===== src/rtl/io_wb_pkg.sv =====
// io_wb_pkg -- shared definitions for the PSoC IO Wishbone initiator.
//   wb_state_t      : initiator FSM encoding (IDLE -> BUS -> RESP -> IDLE)
//   GPIO_OE/GPIO_FN/HWID : IO register file byte offsets
//   HWID_MAGIC      : upper half of the HWID register
//   ack_rdata()     : response data captured on a normal ack
package io_wb_pkg;

  typedef enum logic [1:0] {
    ST_IDLE = 2'd0,
    ST_BUS  = 2'd1,
    ST_RESP = 2'd2
  } wb_state_t;

  localparam logic [31:0] GPIO_OE    = 32'h0000_0000;
  localparam logic [31:0] GPIO_FN    = 32'h0000_0004;
  localparam logic [31:0] HWID       = 32'h0000_0008;
  localparam logic [15:0] HWID_MAGIC = 16'hB50C;

  // Writes return zero data; reads return whatever the slave presented with ack.
  function automatic logic [31:0] ack_rdata(input logic we, input logic [31:0] dat);
    return we ? 32'h0 : dat;
  endfunction

endpackage


===== src/rtl/io_wb_master_if.sv =====
// io_wb_master_if -- command/response handshake plus Wishbone initiator bus.
//   cmd_*   : command port (valid/ready), write flag, byte address, write data, byte enables
//   rsp_*   : response port (valid/ready), read data, error flag
//   wb_*_o  : Wishbone initiator outputs; wb_*_i : slave returns
//   modport master : the initiator (io_wb_master)
//   modport slave  : the environment side (command source, response sink, Wishbone slave)
interface io_wb_master_if;

  logic        cmd_valid;
  logic        cmd_ready;
  logic        cmd_we;
  logic [31:0] cmd_adr;
  logic [31:0] cmd_dat;
  logic [3:0]  cmd_sel;

  logic        rsp_valid;
  logic        rsp_ready;
  logic [31:0] rsp_dat;
  logic        rsp_err;

  logic [31:0] wb_adr_o;
  logic [31:0] wb_dat_o;
  logic [3:0]  wb_sel_o;
  logic        wb_we_o;
  logic        wb_cyc_o;
  logic        wb_stb_o;
  logic [31:0] wb_dat_i;
  logic        wb_ack_i;
  logic        wb_err_i;

  modport master (
    input  cmd_valid, cmd_we, cmd_adr, cmd_dat, cmd_sel,
    output cmd_ready,
    output rsp_valid, rsp_dat, rsp_err,
    input  rsp_ready,
    output wb_adr_o, wb_dat_o, wb_sel_o, wb_we_o, wb_cyc_o, wb_stb_o,
    input  wb_dat_i, wb_ack_i, wb_err_i
  );

  modport slave (
    output cmd_valid, cmd_we, cmd_adr, cmd_dat, cmd_sel,
    input  cmd_ready,
    input  rsp_valid, rsp_dat, rsp_err,
    output rsp_ready,
    input  wb_adr_o, wb_dat_o, wb_sel_o, wb_we_o, wb_cyc_o, wb_stb_o,
    output wb_dat_i, wb_ack_i, wb_err_i
  );

endinterface


===== src/rtl/io_wb_timeout.sv =====
// io_wb_timeout -- bus-cycle watchdog for io_wb_master (used only when
// IO_WB_MASTER_TIMEOUT_EN is defined).
//   clk, rst : clock, asynchronous active-low reset
//   clr      : restart count (command accepted, BUS about to begin)
//   en       : one BUS cycle elapses
//   expired  : this BUS cycle is cycle number TIMEOUT_CYCLES
module io_wb_timeout #(
  parameter int TIMEOUT_CYCLES = 255
) (
  input  logic clk,
  input  logic rst,
  input  logic clr,
  input  logic en,
  output logic expired
);

  localparam int CNT_W = $clog2(TIMEOUT_CYCLES + 1);

  logic [CNT_W-1:0] cnt;

  always_ff @(posedge clk or negedge rst) begin
    if (!rst) begin
      cnt <= '0;
    end else if (clr) begin
      cnt <= '0;
    end else if (en) begin
      cnt <= cnt + 1'b1;
    end
  end

  // cnt counts completed BUS cycles, so cnt == N-1 marks the N-th one.
  assign expired = en && (cnt == CNT_W'(TIMEOUT_CYCLES - 1));

endmodule


===== src/rtl/io_wb_master.sv =====
// io_wb_master -- Wishbone classic initiator for the PSoC IO subsystem.
// Turns one command from the valid/ready command port into exactly one
// Wishbone cycle and returns read data / error on the response port.
// Only one transaction is ever outstanding.
//   clk  : system clock
//   rst  : asynchronous active-low reset (0 = reset asserted)
//   bus  : io_wb_master_if.master (cmd_*, rsp_*, wb_*)
// Build option: define IO_WB_MASTER_TIMEOUT_EN to abort a BUS phase that sees
// no ack/err for TIMEOUT_CYCLES cycles (reported as an error response).
// Without it, TIMEOUT_CYCLES is ignored and BUS waits indefinitely.
module io_wb_master
  import io_wb_pkg::*;
#(
  parameter int TIMEOUT_CYCLES = 255
) (
  input  logic           clk,
  input  logic           rst,
  io_wb_master_if.master bus
);

  wb_state_t state;
  logic      accept;
  logic      tmo_expired;
  logic      bus_done;

  assign accept      = (state == ST_IDLE) && bus.cmd_valid;
  assign bus.cmd_ready = (state == ST_IDLE);

`ifdef IO_WB_MASTER_TIMEOUT_EN
  io_wb_timeout #(
    .TIMEOUT_CYCLES(TIMEOUT_CYCLES)
  ) u_timeout (
    .clk     (clk),
    .rst     (rst),
    .clr     (accept),
    .en      (state == ST_BUS),
    .expired (tmo_expired)
  );
`else
  logic unused_timeout_cfg;
  assign unused_timeout_cfg = (TIMEOUT_CYCLES == 0);
  assign tmo_expired        = 1'b0;
`endif

  // ack/err only mean something while a cycle is in flight; the trailing ack
  // a registered-ack slave produces after cyc drops lands in RESP and is ignored.
  assign bus_done = (state == ST_BUS) && (bus.wb_ack_i || bus.wb_err_i || tmo_expired);

  always_ff @(posedge clk or negedge rst) begin
    if (!rst) begin
      state        <= ST_IDLE;
      bus.wb_adr_o <= '0;
      bus.wb_dat_o <= '0;
      bus.wb_sel_o <= '0;
      bus.wb_we_o  <= 1'b0;
      bus.wb_cyc_o <= 1'b0;
      bus.wb_stb_o <= 1'b0;
      bus.rsp_valid <= 1'b0;
      bus.rsp_dat  <= '0;
      bus.rsp_err  <= 1'b0;
    end else begin
      case (state)
        // IDLE: launch the cycle; address/data stay put afterwards (cyc qualifies them)
        ST_IDLE: begin
          if (accept) begin
            bus.wb_adr_o <= bus.cmd_adr;
            bus.wb_dat_o <= bus.cmd_dat;
            bus.wb_sel_o <= bus.cmd_sel;
            bus.wb_we_o  <= bus.cmd_we;
            bus.wb_cyc_o <= 1'b1;
            bus.wb_stb_o <= 1'b1;
            state        <= ST_BUS;
          end
        end

        // BUS: wb_*_o held; err beats ack, and a real ack/err beats the watchdog
        ST_BUS: begin
          if (bus.wb_err_i) begin
            bus.rsp_dat <= '0;
            bus.rsp_err <= 1'b1;
          end else if (bus.wb_ack_i) begin
            bus.rsp_dat <= ack_rdata(bus.wb_we_o, bus.wb_dat_i);
            bus.rsp_err <= 1'b0;
          end else if (tmo_expired) begin
            bus.rsp_dat <= '0;
            bus.rsp_err <= 1'b1;
          end
          if (bus_done) begin
            bus.wb_cyc_o  <= 1'b0;
            bus.wb_stb_o  <= 1'b0;
            bus.rsp_valid <= 1'b1;
            state         <= ST_RESP;
          end
        end

        // RESP: response held for as long as the consumer stalls
        ST_RESP: begin
          if (bus.rsp_ready) begin
            bus.rsp_valid <= 1'b0;
            state         <= ST_IDLE;
          end
        end

        default: begin
          bus.wb_cyc_o  <= 1'b0;
          bus.wb_stb_o  <= 1'b0;
          bus.rsp_valid <= 1'b0;
          state         <= ST_IDLE;
        end
      endcase
    end
  end

endmodule


===== src/flat_wrapper.sv =====
// flat-port wrapper written by rule: the top's interface ports become plain ports
module io_wb_master_flat import io_wb_pkg::*;
#(
  parameter int TIMEOUT_CYCLES = 255
)
  (clk, rst, bus_cmd_valid, bus_cmd_we, bus_cmd_adr, bus_cmd_dat, bus_cmd_sel, bus_cmd_ready, bus_rsp_valid, bus_rsp_dat, bus_rsp_err, bus_rsp_ready, bus_wb_adr_o, bus_wb_dat_o, bus_wb_sel_o, bus_wb_we_o, bus_wb_cyc_o, bus_wb_stb_o, bus_wb_dat_i, bus_wb_ack_i, bus_wb_err_i);
  io_wb_master_if bus_i ();
  input  logic clk;
  input  logic rst;
  input wire logic [$bits(bus_i.cmd_valid)-1:0] bus_cmd_valid;
  input wire logic [$bits(bus_i.cmd_we)-1:0] bus_cmd_we;
  input wire logic [$bits(bus_i.cmd_adr)-1:0] bus_cmd_adr;
  input wire logic [$bits(bus_i.cmd_dat)-1:0] bus_cmd_dat;
  input wire logic [$bits(bus_i.cmd_sel)-1:0] bus_cmd_sel;
  output wire logic [$bits(bus_i.cmd_ready)-1:0] bus_cmd_ready;
  output wire logic [$bits(bus_i.rsp_valid)-1:0] bus_rsp_valid;
  output wire logic [$bits(bus_i.rsp_dat)-1:0] bus_rsp_dat;
  output wire logic [$bits(bus_i.rsp_err)-1:0] bus_rsp_err;
  input wire logic [$bits(bus_i.rsp_ready)-1:0] bus_rsp_ready;
  output wire logic [$bits(bus_i.wb_adr_o)-1:0] bus_wb_adr_o;
  output wire logic [$bits(bus_i.wb_dat_o)-1:0] bus_wb_dat_o;
  output wire logic [$bits(bus_i.wb_sel_o)-1:0] bus_wb_sel_o;
  output wire logic [$bits(bus_i.wb_we_o)-1:0] bus_wb_we_o;
  output wire logic [$bits(bus_i.wb_cyc_o)-1:0] bus_wb_cyc_o;
  output wire logic [$bits(bus_i.wb_stb_o)-1:0] bus_wb_stb_o;
  input wire logic [$bits(bus_i.wb_dat_i)-1:0] bus_wb_dat_i;
  input wire logic [$bits(bus_i.wb_ack_i)-1:0] bus_wb_ack_i;
  input wire logic [$bits(bus_i.wb_err_i)-1:0] bus_wb_err_i;
  assign bus_i.cmd_valid = bus_cmd_valid;
  assign bus_i.cmd_we = bus_cmd_we;
  assign bus_i.cmd_adr = bus_cmd_adr;
  assign bus_i.cmd_dat = bus_cmd_dat;
  assign bus_i.cmd_sel = bus_cmd_sel;
  assign bus_cmd_ready = bus_i.cmd_ready;
  assign bus_rsp_valid = bus_i.rsp_valid;
  assign bus_rsp_dat = bus_i.rsp_dat;
  assign bus_rsp_err = bus_i.rsp_err;
  assign bus_i.rsp_ready = bus_rsp_ready;
  assign bus_wb_adr_o = bus_i.wb_adr_o;
  assign bus_wb_dat_o = bus_i.wb_dat_o;
  assign bus_wb_sel_o = bus_i.wb_sel_o;
  assign bus_wb_we_o = bus_i.wb_we_o;
  assign bus_wb_cyc_o = bus_i.wb_cyc_o;
  assign bus_wb_stb_o = bus_i.wb_stb_o;
  assign bus_i.wb_dat_i = bus_wb_dat_i;
  assign bus_i.wb_ack_i = bus_wb_ack_i;
  assign bus_i.wb_err_i = bus_wb_err_i;
  io_wb_master #(.TIMEOUT_CYCLES(TIMEOUT_CYCLES)) u_core (.clk(clk), .rst(rst), .bus(bus_i));
endmodule

===== config.mk =====
export PLATFORM = sky130hd
export DESIGN_NAME = io_wb_master_flat
export DESIGN_NICKNAME = d
export VERILOG_FILES = /design/src/rtl/io_wb_pkg.sv /design/src/rtl/io_wb_master_if.sv /design/src/rtl/io_wb_timeout.sv /design/src/rtl/io_wb_master.sv /design/src/flat_wrapper.sv
export SDC_FILE = /design/constraint.sdc
export NUM_CORES = 1
export LEC_CHECK = 0
export CAP_MARGIN = 20
export CORE_ASPECT_RATIO = 1.2
export CORE_MARGIN = 5
export CORE_UTILIZATION = 30
export DETAILED_ROUTE_END_ITERATION = 7
export GPL_TIMING_DRIVEN = 0
export PLACE_DENSITY_LB_ADDON = 0.25
export SYNTH_ARGS = -nofsm -noshare
export SYNTH_HDL_FRONTEND = slang
export SYNTH_HIERARCHICAL = 1
export SYNTH_SLANG_ARGS = --single-unit
export TNS_END_PERCENT = 20

===== constraint.sdc =====
create_clock -name clk -period 3.35 [get_ports clk]
set_input_delay 0.67 -clock clk [delete_from_list [all_inputs] [get_ports clk]]
set_output_delay 0.67 -clock clk [all_outputs]
set_load 0.05 [all_outputs]

Word-level counts from Yosys, hierarchy flattened
Cells that the tools add are included.
- bits in registers: 106
- bits in latches: 0
- memory bits (writable): 0
- ROM bits: 0
- bits of input ports: 107
- output and inout port bits: 106
- word-level logic and storage cells: 41
- memories: 0
- $add $sub $neg: 0
- multiply operators: 0
- divide/modulo/power cells: 0
- order comparisons: 0
- equal/unequal tests: 5
- shift-type cells: 0
- mux-type cells: 15
- bitwise operators: 2
- reduce and logical (&&, ||, !) cells: 10
- operators with widths (cell ; number):
    32-bit two-way mux ; 3
    3-bit AND reduction ; 3
    1-bit two-way mux ; 6
    2-bit two-way mux ; 3
    1-bit case mux with 3 select lines ; 2
    2-bit case mux with 3 select lines ; 1
    2-bit by 1-bit != test with 1-bit output (second input constant) ; 2
    2-bit AND reduction ; 2
    2-bit by 1-bit equality test with 1-bit output (second input constant) ; 1
    2-bit equality test (second input constant) ; 1
    1-bit logical AND ; 2
    2-bit logical NOT ; 1
    2-bit != test (second input constant) ; 1
    1-bit inverter ; 2
    2-bit nonzero test ; 1
    1-bit logical OR ; 1

Longest topological paths before layout
- depth in word-level cells: 4
- gate-level depth with buffers: 6
- mapped depth without buffers: 3

Worst setup path after synthesis
OpenSTA, ideal clock, no wires.
- path kind: reg2reg
- start point: register u_core.state[0]
- end point: register u_core.bus.wb_adr_o[21]
- library setup time: 125 ps
- arrival time: 1805 ps
- data required time: 3225 ps
- slack: 1420 ps
- cell stages (with the launch flop): 7
- path buffers: 3
- clock period less this slack: 1930 ps
- cell sequence: dfrtp_1 nor2_2 and2_4 buf_6 buf_6 buf_6 mux2_4
- longest elaborated chain between the ends: 3
- ends and longest elaborated chain (element ; RTL line ; RTL):
    start, declared ; io_wb_master.sv:21 ; wb_state_t state;
    start signal, assigned ; io_wb_master.sv:51 ; state <= ST_IDLE;
    start signal, assigned ; io_wb_master.sv:72 ; state <= ST_BUS;
    start signal, assigned ; io_wb_master.sv:92 ; state <= ST_RESP;
    2-bit logical NOT * ; - ;
    via bus_cmd_ready ; flat_wrapper.sv:15 ; output wire logic [$bits(bus_i.cmd_ready)-1:0] bus_cmd_ready;
    1-bit logical AND ; io_wb_master.sv:26 ; assign accept = (state == ST_IDLE) && bus.cmd_valid;
    2-bit AND reduction (no source line) * ; - ;
    end signal, assigned ; io_wb_master.sv:66 ; bus.wb_adr_o <= bus.cmd_adr;
    end, declared ; io_wb_master_if.sv:36 ; output wb_adr_o, wb_dat_o, wb_sel_o, wb_we_o, wb_cyc_o, wb_stb_o,
The timed path passes the listed nets; every way through them passes the cells marked *.
A chain may end at the register's enable or synchronous reset.

Worst setup path after layout
- start point: register u_core.state[0]
- end point: output port bus_cmd_ready
- longest elaborated chain between the ends: 1
- ends and longest elaborated chain (element ; RTL line ; RTL):
    2-bit logical NOT ; io_wb_master.sv:27 ; assign bus.cmd_ready = (state == ST_IDLE);
    end, declared ; flat_wrapper.sv:15 ;
Every way passes these cells.

==> metrics <==
status=complete, no violations; Avg WL per Cell=16.1 um; pre-CTS WS=1080 ps; Final WS setup=921 ps; simple-gate area share of the yosys netlist=4.04%; CTS buffer count=9; Synth cell types=19; GRT Total Usage=14.0%; row count=47; final hold violations=0; Clock Pin Slew Worst Setup and Hold Paths=70 ps; RSZ-0062 raised after global routing=no; mapped cell area=0.00424 mm^2; DR pass1 iterations=4; largest family of logic cells by synthesized area=multiplexers; Slowest cell on crit path=clkdlybuf4s50_1; vias in the first global route=3429; synthesis-stage register bit count=106; hold buffer count at CTS=0; worst rel slew slack=45.0%; Synth Area in Compound Gates=0.915%; Critical Path Source Type=register; layout cells sized above 1=18.8%; Root Buffer=clkbuf_16; LEAKAGE=2.87 nW; Final Non-Filler Cells=704; endpoints failing setup=0; power density cells=1110 mW/mm^2; worst r2r path cells=6; FF-to-FF setup slack=1700 ps; CP Capture Type=output pin; Final Slew Violations=0; initial antenna violation count=1; synth-to-layout area growth=61.9%; core area=0.0138 mm^2; Worst-Skew Late Latency=340 ps; routability cong.=0.729; H-tree depth=3; global route overflow=0; Slowest Stage Delay on Critical Path=830 ps; CTS resizes=0; worst reg2reg path startpoint=u_core/state[0]; DR DRC count=0; routed vias/inst=4.40; worst vdd ir=0.763 mV; crit path max fanout=6; die width=119 um; Adder-Cell Fraction of Synth Area=0%; FILL cells=1249; diode count=0; Inst Count DP=689; worst path arrival time=1760 ps; RR Endpoint=u_core/bus.wb_adr_o[29]; CTS max path bufs=2; die area=0.0166 mm^2; register area share after synthesis=62.6%; largest net degree at the start of global routing=64; HPWL Detailed=8.86 mm; min-delay worst type=primary input to async pin; TritonCTS clock tree=built; Detail Route Antenna Nets=0; Iter 0 DRT Violations=85; Synth Net Count=412; fraction of synthesized cell area in xor and xnor cells=0%; worst slew pin tran=826 ps; IO Count=213; first-pass GRT wire length=18.7 mm; buffers added on ports=212; Post-CTS Setup Inserts=0; TNS Setup=0 ps; die height=140 um; via count=3096; Initial Utilization=30.7%; portion of netlist area occupied by mux cells=27.0%; crit share post-route=72.5%; nets@finish=636; max_cap viols=0; Final min period=2430 ps; total of warnings raised by yosys=6; Post-Syn Instances=305; post-route clock skew=9.39 ps; Routed WL=11.3 mm; Required @ worst endpoint=2680 ps; CP Class=register to output pin; fmax=412 MHz; crit path cell chain=nor2_2, clkdlybuf4s50_1; CTS sink cnt=106; syn avg cell area=13.9 um^2
cells in the mapped netlist (all sizes together):
| library cell | count | area share [%] |
|---|---|---|
| and2 | 1 | 0.21 |
| inv | 33 | 2.9 |
| nand3 | 1 | 0.12 |
| o21ai | 2 | 0.24 |
| buf | 13 | 2.3 |
| clkbuf | 3 | 0.27 |
| nor2 | 5 | 0.50 |
| a22o | 1 | 0.21 |
| mux2i | 33 | 7.8 |
| nand2 | 33 | 2.9 |
| dfrtp | 106 | 63 |
| mux2 | 69 | 19 |
| nor2b | 2 | 0.30 |
| a21o | 2 | 0.35 |
| a21oi | 1 | 0.12 |
power by group:
group,switching (mW),total [mW],internal (mW)
Sequential,0.307,2.16,1.85
Clock,0.458,0.956,0.498
Combinational,2.82,4.53,1.71
layer usage:
| metal | GRT usage (%) | up-vias | wire length (um) |
|---|---|---|---|
| li1 | - | 1437 | - |
| met1 | 15.5 | 1506 | 4270 |
| met2 | 23.4 | 136 | 5740 |
| met3 | 6.33 | 15 | 1130 |
| met4 | 5.43 | 2 | 185 |
| met5 | 0 | - | 13 |
state kept, by name, indices dropped and copies added, names as in the netlist:
| signal | cells |
|---|---|
| u_core/bus.wb_dat_o | 32 |
| u_core/state | 2 |
| u_core/bus.wb_we_o | 1 |
| u_core/bus.rsp_dat | 32 |
| u_core/bus.wb_sel_o | 4 |
| u_core/bus.rsp_err | 1 |
| u_core/bus.wb_stb_o | 1 |
| u_core/bus.wb_adr_o | 32 |
| u_core/bus.rsp_valid | 1 |
critical path, delay by kind of cell, from the launching register on:
kind / cells / cell delay (ps)
flops: 1 / 440
buf+inv: 1 / 830
simple gates: 1 / 140
cell type report:
| type | count | area (um^2) | area share (%) |
|---|---|---|---|
| well taps | 171 | 214 | 3.12 |
| inverters | 33 | 124 | 1.81 |
| clock inverters | 5 | 32.5 | 0.474 |
| plain buffers | 16 | 108 | 1.57 |
| multi-input cells | 150 | 1360 | 19.7 |
| repair buffers | 213 | 2150 | 31.3 |
| clock buffers | 10 | 229 | 3.34 |
| flip-flops and latches | 106 | 2650 | 38.7 |
cells in the final DEF, fill, tap and decap left out, drive strengths merged, types with 2 or more instances in the layout:
cell / instances
a21o: 2
buf: 15
clkbuf: 13
clkdlybuf4s50: 211
clkinv: 2
clkinvlp: 3
dfrtp: 106
inv: 33
mux2: 69
mux2i: 33
nand2: 33
nor2: 5
nor2b: 2
o21ai: 2
cells by family (layout without fill, tap and decap cells):
kind of cell / after synthesis / count (layout)
flops: 106 / 106
mux: 102 / 102
buf+inv: 49 / 277
simple gates: 42 / 42
compound gates: 6 / 6
stage by stage:
stage | hold WS [ps] | power [mW] | utilization (%) | instance area [um^2]
global route | 482 | 8.03 | 49.7 | 6860
finish | 413 | 7.65 | 49.7 | 6860
floorplan | 374 | 5.16 | - | 4240
CTS | 447 | 7.76 | 49.7 | 6860
global placement | 462 | 6.69 | 47.6 | 6580
detailed placement | 490 | 6.77 | 47.8 | 6600
how the worst max path moves through the flow:
stage,slack [ps],from,to
after global placement,-2500,rst,u_core/bus.wb_adr_o[25]
final,920,u_core/state[0],bus_cmd_ready
after floorplan,1420,u_core/state[0],u_core/bus.wb_adr_o[21]
after detailed placement,1080,bus_cmd_valid,u_core/bus.wb_adr_o[27]
after global routing,880,u_core/state[0],bus_cmd_ready
after CTS,890,u_core/state[0],bus_cmd_ready
No activity file was read; power rests on OpenSTA's default activity.
